==> src/rtl/multicycle_ctrl.sv <==
// multicycle_ctrl: multi-cycle RV32I control FSM (loads, stores, OP-IMM, OP, branches)
//
// Sequences FETCH -> DECODE -> EXEC -> [MEM] -> [WB] over a shared datapath,
// owns the memory req/ready handshake and traps on illegal opcodes or a
// stalled memory (watchdog of MEM_TIMEOUT wait cycles).
//
// Ports:
//   clk, rst_n        clock (rising edge), asynchronous active-low reset
//   instr_i           IR contents, valid from DECODE onward
//   br_cond_i         branch compare result, used in EXEC
//   mem_ready_i       memory completes the current request this cycle
//   mem_req_o/mem_we_o/addr_sel_o   memory request, store flag, address select
//   ir_we_o, pc_we_o, pc_sel_o      IR latch, PC update, PC+4 / PC+imm
//   reg_we_o, wb_sel_o              regfile write enable, ALU / memory data
//   alu_src_imm_o, alu_mode_o       ALU operand B select, 00 ADD 01 FUNCT 10 CMP
//   state_o                         FSM state for debug
//   trap_o, trap_cause_o            halted flag, 01 illegal 10 fetch TO 11 mem TO
//   instret_o                       retired-instruction count
//                                   (only with MULTICYCLE_CTRL_PERF_EN defined)
module multicycle_ctrl #(
    parameter int MEM_TIMEOUT = 16,
    parameter int CNT_W       = 32
) (
    input  logic              clk,
    input  logic              rst_n,
    input  logic [31:0]       instr_i,
    input  logic              br_cond_i,
    input  logic              mem_ready_i,
    output logic              mem_req_o,
    output logic              mem_we_o,
    output logic              addr_sel_o,
    output logic              ir_we_o,
    output logic              pc_we_o,
    output logic              pc_sel_o,
    output logic              reg_we_o,
    output logic              wb_sel_o,
    output logic              alu_src_imm_o,
    output logic [1:0]        alu_mode_o,
    output logic [2:0]        state_o,
    output logic              trap_o,
    output logic [1:0]        trap_cause_o
`ifdef MULTICYCLE_CTRL_PERF_EN
    ,
    output logic [CNT_W-1:0]  instret_o
`endif
);
    typedef enum logic [2:0] {
        S_FETCH = 3'd0, S_DECODE = 3'd1, S_EXEC = 3'd2,
        S_MEM = 3'd3, S_WB = 3'd4, S_TRAP = 3'd7
    } state_e;
    typedef enum logic [2:0] {C_BR, C_LD, C_ST, C_IMM, C_REG} cls_e;
    localparam logic [7:0] TIMEOUT = 8'(MEM_TIMEOUT);
    state_e      state_q, state_d;
    cls_e        cls_q, cls_d;
    logic [7:0]  cnt_q, cnt_d, cnt_inc;
    logic [1:0]  cause_q, cause_d;
    logic        timeout;
    logic        unused_instr;
    assign unused_instr = ^instr_i[31:12];
    assign cnt_inc = (cnt_q == 8'hFF) ? cnt_q : cnt_q + 8'd1;
    // the wait cycle in which the counter already sits at the limit is the
    // last chance for ready; ready in that cycle still wins
    assign timeout = cnt_q >= TIMEOUT;
    always_comb begin
        state_d       = state_q;
        cls_d         = cls_q;
        cause_d       = cause_q;
        cnt_d         = '0;
        mem_req_o     = 1'b0;
        mem_we_o      = 1'b0;
        addr_sel_o    = 1'b0;
        ir_we_o       = 1'b0;
        pc_we_o       = 1'b0;
        pc_sel_o      = 1'b0;
        reg_we_o      = 1'b0;
        wb_sel_o      = 1'b0;
        alu_src_imm_o = 1'b0;
        alu_mode_o    = 2'b00;
        case (state_q)
            S_FETCH: begin
                mem_req_o = 1'b1;
                ir_we_o   = mem_ready_i;
                if (mem_ready_i) state_d = S_DECODE;
                else if (timeout) begin
                    state_d = S_TRAP;
                    cause_d = 2'b10;
                end else cnt_d = cnt_inc;
            end
            S_DECODE: begin
                state_d = S_EXEC;
                case (instr_i[6:0])
                    7'b1100011: cls_d = C_BR;
                    7'b0000011: cls_d = C_LD;
                    7'b0100011: cls_d = C_ST;
                    7'b0010011: cls_d = C_IMM;
                    7'b0110011: cls_d = C_REG;
                    default: begin
                        state_d = S_TRAP;
                        cause_d = 2'b01;
                    end
                endcase
            end
            S_EXEC: begin
                pc_we_o  = cls_q == C_BR;
                pc_sel_o = (cls_q == C_BR) && br_cond_i;
                state_d  = (cls_q == C_BR) ? S_FETCH :
                           (cls_q == C_LD || cls_q == C_ST) ? S_MEM : S_WB;
            end
            S_MEM: begin
                mem_req_o  = 1'b1;
                addr_sel_o = 1'b1;
                mem_we_o   = cls_q == C_ST;
                if (mem_ready_i) begin
                    pc_we_o = cls_q == C_ST;
                    state_d = (cls_q == C_ST) ? S_FETCH : S_WB;
                end else if (timeout) begin
                    state_d = S_TRAP;
                    cause_d = 2'b11;
                end else cnt_d = cnt_inc;
            end
            S_WB: begin
                reg_we_o = |instr_i[11:7];
                wb_sel_o = cls_q == C_LD;
                pc_we_o  = 1'b1;
                state_d  = S_FETCH;
            end
            default: ;
        endcase
        // ALU controls are set in EXEC and held through MEM/WB
        if (state_q == S_EXEC || state_q == S_MEM || state_q == S_WB) begin
            alu_mode_o    = (cls_q == C_BR) ? 2'b10 :
                            (cls_q == C_LD || cls_q == C_ST) ? 2'b00 : 2'b01;
            alu_src_imm_o = cls_q != C_BR && cls_q != C_REG;
        end
        // the state register already sits in FETCH during reset; mask its strobes
        if (!rst_n) begin
            {mem_req_o, mem_we_o, addr_sel_o, ir_we_o, pc_we_o, pc_sel_o} = '0;
            {reg_we_o, wb_sel_o, alu_src_imm_o, alu_mode_o} = '0;
        end
    end
    assign state_o      = state_q;
    assign trap_o       = state_q == S_TRAP;
    assign trap_cause_o = cause_q;
    always_ff @(posedge clk or negedge rst_n) begin
        if (!rst_n) begin
            state_q <= S_FETCH;
            cls_q   <= C_BR;
            cnt_q   <= '0;
            cause_q <= '0;
        end else begin
            state_q <= state_d;
            cls_q   <= cls_d;
            cnt_q   <= cnt_d;
            cause_q <= cause_d;
        end
    end
`ifdef MULTICYCLE_CTRL_PERF_EN
    logic [CNT_W-1:0] instret_q, instret_d;
    // pc_we is never raised in TRAP, so the count freezes there
    assign instret_d = instret_q + CNT_W'(pc_we_o);
    assign instret_o = instret_q;
    always_ff @(posedge clk or negedge rst_n) begin
        if (!rst_n) instret_q <= '0;
        else        instret_q <= instret_d;
    end
`else
    logic [CNT_W-1:0] unused_cnt_w;
    assign unused_cnt_w = '0;
`endif
endmodule

==> config.mk <==
export PLATFORM = sky130hd
export DESIGN_NAME = multicycle_ctrl
export DESIGN_NICKNAME = d
export VERILOG_FILES = /design/src/rtl/multicycle_ctrl.sv
export SDC_FILE = /design/constraint.sdc
export NUM_CORES = 1
export LEC_CHECK = 0
export ABC_CLOCK_PERIOD_IN_PS = 2000
export CORE_MARGIN = 5
export CORE_UTILIZATION = 35
export DETAILED_ROUTE_END_ITERATION = 8
export PLACE_DENSITY = 0.71
export SLEW_MARGIN = 15
export SYNTH_ARGS = -nofsm -noshare
export SYNTH_HDL_FRONTEND = slang
export SYNTH_SLANG_ARGS = --single-unit
export TNS_END_PERCENT = 100
==> constraint.sdc <==
create_clock -name clk -period 2 [get_ports clk]
set_clock_uncertainty 0.2 [all_clocks]
set_input_delay 0.2 -clock clk [delete_from_list [all_inputs] [get_ports clk]]
set_output_delay 0.2 -clock clk [all_outputs]
set_load 0.02 [all_outputs]
# Word-level counts from Yosys, hierarchy flattened
# Index checks and enable logic that the tools add are counted.
# op_classes
addsub	1
n_mul	0
n_div	0
n_lt_le_gt_ge	1
n_eq_ne	20
shift	0
n_mux	42
bitwise_logic	0
reduce_logical	16
# ops
op	n
two-way mux 8 bit	4
case mux 3 bit (5 select lines)	2
two-way mux 3 bit	7
two-way mux 1 bit	19
two-way mux 2 bit	8
== test 7 x 6 -> 1 bit (second input constant)	2
inequality test 2 bit (second input constant)	5
nonzero test 5 bit	2
OR reduction 5 bit	2
== test 3 x 2 -> 1 bit (second input constant)	3
adder 8 x 1 -> 8 bit (second input constant)	1
== test 8 bit (second input constant)	1
>= comparator 8 x 5 -> 1 bit (second input constant)	1
== test 7 x 2 -> 1 bit (second input constant)	1
== test 7 x 5 -> 1 bit (second input constant)	1
== test 7 bit (second input constant)	1
== test 3 x 1 -> 1 bit (second input constant)	2
== test 3 bit (second input constant)	2
zero test 3 bit	2
case mux 2 bit (3 select lines)	1
AND reduction 6 bit	1
nonzero test 3 bit	2
inequality test 4 bit (second input constant)	1
logical OR 1 bit	3
other kinds (5)	6
# totals
register_bits	16
latchBits	0
ramBits	0
rom_bits	0
input_bits	36
out_inout_bits	17
word_cells	84
mem_count	0

# Logic depth before layout (Yosys ltp)
# logic_depth
ltp_word	6
depth_mapped	5

# Worst setup path after synthesis
# OpenSTA, ideal clock, no wires.
# synth_timing
path_type	reg-to-output
startpoint	register state_q[0], in the netlist state_o[0]
endpoint	output port wb_sel_o
arrival_time_ps	1613
setup_slack_ps	-13
path_stages_with_launch	5
n_path_buf	1
cell_sequence	dfrtp_1 buf_2 nor2b_1 nand2b_1 nor4b_1
# synth_between
elab_chain_cells	3
# synth_lines
element	line_no	rtl
from (decl)	53	state_e state_q, state_d;
from (signal assigned)	151	state_q <= state_d;
== test 3 bit	79	case (state_q)
two-way mux 1 bit	79	
two-way mux 1 bit	136	if (!rst_n) begin
to (decl)	36	output logic wb_sel_o,
# Every way passes these cells.

# Worst setup path in the final report
# layout_timing
startpoint	register state_q[2], in the netlist state_o[2]
endpoint	output port state_o[2]
# layout_lines
element	line_no	rtl
to (decl)	39	output logic [2:0] state_o,
# No word-level cell between the ends.

==> flow_metrics.env <==
export IMPL_worstReg2RegStart="state_o[2]"
export IMPL_synthAdderAreaFrac_pct=2.336
export IMPL_cts_tree="built"
export IMPL_multi_input_area_um2=645.6
export IMPL_critPathMaxStageDelay_ns=0.60
export IMPL_fin_nets=215
export IMPL_die_y_um=65.32
export IMPL_grt_pass1_wl_um=4540
export IMPL_synth_edf_count=0
export IMPL_drive_above_1_share_pct=32.95
export IMPL_synthSimpleGateAreaFrac_pct=34.58
export IMPL_synth_area_leader_cell="dfrtp_1"
export IMPL_max_cap_violations=0
export IMPL_setup_viol=0
export IMPL_grt_max_degree=14
export IMPL_start_util_pct=35.67
export IMPL_rows=20
export IMPL_synth_cell_area_um2=1071
export IMPL_seq_area_frac_synth_pct=37.38
export IMPL_cp_required_ns=1.60
export IMPL_fillers=274
export IMPL_grt_pass1_vias=1060
export IMPL_cp_num_buf_inv=3
export IMPL_antenna_found_initial=0
export IMPL_hold_path_class="input pin to async pin"
export IMPL_via_per_inst=5.019
export IMPL_dr_total_vias=1049
export IMPL_r2r_end="state_o[2]"
export IMPL_crit_type="flop to output pin"
export IMPL_timing_final_crit_share_pct=95.48
export IMPL_clockRootBuffer="clkbuf_4"
export IMPL_htreeDepth=1
export IMPL_outcome="finished clean"
export IMPL_clock_fmax_ghz=0.5237
export IMPL_diodes=0
export IMPL_dp_hpwl_um=2182
export IMPL_firstDrtPassIters=6
export IMPL_drtAntennaViolNets=0
export IMPL_path_common_cell="buf_4"
export IMPL_worstRegToRegCells=7
export IMPL_synth_compound_area_share_pct=16.59
export IMPL_drt_total_wl_um=2735
export IMPL_port_buffers=32
export IMPL_ys_seq_elements=16
export IMPL_muxShareOfSynthArea_pct=0
export IMPL_drc=0
export IMPL_core_um2=3003
export IMPL_synthCells=118
export IMPL_critPathLaunchType="flop"
export IMPL_hold_viol=0
export IMPL_critPathSlowestCell="clkdlybuf4s50_1"
export IMPL_dieArea_um2=4266
export IMPL_cts_inserted_buffers=3
export IMPL_synth_top_family_by_area="simple AND/OR/NAND/NOR gates"
export IMPL_clock_latency_ns=0.28
export IMPL_clk_pin_slew_ns=0.09
export IMPL_vdd_drop_max_mv=0.3413
export IMPL_synth_xor_area_share_pct=3.271
export IMPL_final_core_util_pct=53.46
export IMPL_async_reset_ff_share_pct=100.0
export IMPL_path_delay_family="buffers and inverters"
export IMPL_cts_sinks=16
export IMPL_ys_warn_count=0
export IMPL_instances_no_fill=209
export IMPL_track_usage_pct=13.73
export IMPL_dp_cells=204
export IMPL_place_gp_congestion=0.8134
export IMPL_first_iter_violations=39
export IMPL_area_delta_synth_final_pct=49.88
export IMPL_p_leak_nw=0.7148
export IMPL_cts_max_path_buffers=2
export IMPL_ys_types=46
export IMPL_period_needed_ns=1.910
export IMPL_path_max_fanout=3
export IMPL_rsz0062_at_grt="no"
export IMPL_wl_per_cell_um=13.09
export IMPL_synth_top_cell_area_share_pct=37.38
export IMPL_seq_area_um2=401.6
export IMPL_p_per_area_nw_per_um2=379.0
export IMPL_top_level_ports=53
export IMPL_die_x_um=65.32
export IMPL_yosys_most_used_dff="dfrtp_1"
export IMPL_grt_remaining_overflow=0
export IMPL_reg2reg_setup_slack_ns=0.27
export IMPL_end_kind="output pin"
export IMPL_slew_violations=0
export IMPL_crit_chain="buf_4 > buf_4 > clkdlybuf4s50_1"
export IMPL_synth_area_per_cell_um2=9.077
export IMPL_yosys_top_cells_area="dfrtp_1 (37%), nor2_1 (6.3%), a21oi_1 (3.7%), clkbuf_8 (2.6%), nand2_1 (2.5%)"
export IMPL_worstPathArrival_ns=1.51
==> stage by stage <==
step | TNS, ns | area, µm² | worst slack, ns | total power, W | hold slack, ns
after CTS | 0 | 1610 | 0.002453 | 0.0006141 | 0.06540
after global routing | 0 | 1605 | 0.01054 | 0.0006388 | 0.06310
final | 0 | 1605 | 0.09033 | 0.0006084 | 0.06843
after floorplan | 0 | 1085 | 0.09347 | 0.0003574 | -0.2956
after global placement | -2.001 | 1587 | -0.2582 | 0.0004013 | 0.2622
after detailed placement | -2.264 | 1587 | -0.2889 | 0.0004033 | 0.2856
==> routing by layer <==
metal  up-vias  wire (µm)  global-route usage, %
met5         -          0                      0
met4         0         71                  9.067
met3         6        197                  3.248
met2        45       1378                  23.26
met1       472       1087                  15.20
li1        526          -                      -
==> cells in the final DEF (no fill, tap or decap), types with 2 or more instances in the layout <==
cell type and instances:
clkbuf_2 7, clkbuf_4 3, nor2_1 18, nand2b_1 3, nor2b_1 3, a21oi_1 8
clkdlybuf4s50_1 19, o21ai_0 4, conb_1 3, xnor2_1 2, inv_1 3, and3_1 4
nand3_1 3, nor3_1 3, nor3_2 2, xor2_1 2, buf_4 29, ha_1 2
nor2_4 2, dfrtp_1 15, nand2_1 7
==> how the worst max path moves through the flow <==
stage	start	to	slack (ns)	cells after the start
after global placement	rst_n	wb_sel_o	-0.26	5
after detailed placement	rst_n	wb_sel_o	-0.29	5
after global routing	state_o[0]	wb_sel_o	0.01	4
final	state_o[2]	state_o[2]	0.09	3
after CTS	state_o[1]	addr_sel_o	0.002	4
after floorplan	state_o[0]	mem_we_o	0.09	4
==> state kept, by name, summed over array words and instances, names as in the netlist <==
register	flops
state_o	3
cnt_q	8
trap_cause_o	2
cls_q	3
==> logic make-up after synthesis <==
logic type / count (synthesis)
AOI/OAI and AO/OA: 27
xor gates and xnor gates: 4
adders and majority gates: 2
buffers and inverters: 9
DFF: 16
other: 1
and+or+nand+nor: 59
==> final cells by class <==
type	count	share of cell area (%)
Inverter	3	0.7015
Timing Repair Buffer	58	29.23
Clock buffer	4	2.260
Sequential cell	16	25.02
Tap cell	33	2.572
Multi-Input combinational cell	95	40.22
==> cells in the mapped netlist (2+ instances only) <==
cell type / number
a21oi_1: 8
and2b_1: 2
and3_1: 4
buf_2: 3
clkbuf_8: 2
dfrtp_1: 16
ha_1: 2
inv_1: 3
nand2_1: 7
nand2b_1: 4
nand3_1: 3
nor2_1: 18
nor2_4: 2
nor2b_1: 3
nor3_1: 4
o21ai_0: 5
xnor2_1: 2
xor2_1: 2
==> where the power goes <==
group	switching [W]	internal, W
Combinational	0.0000279	0.0000401
Sequential	0.00000325	0.000326
Clock	0.000100	0.000111
==> repair_timing <==
| item | in CTS | in global routing |
|---|---|---|
| setup endpoints to repair | 12 | 11 |
| hold buffers | 0 | 0 |
| gates cloned | 0 | 0 |
| gates resized for setup | 30 | 20 |
| setup buffers | 0 | 1 |
No activity file was read; power rests on OpenSTA's default activity.
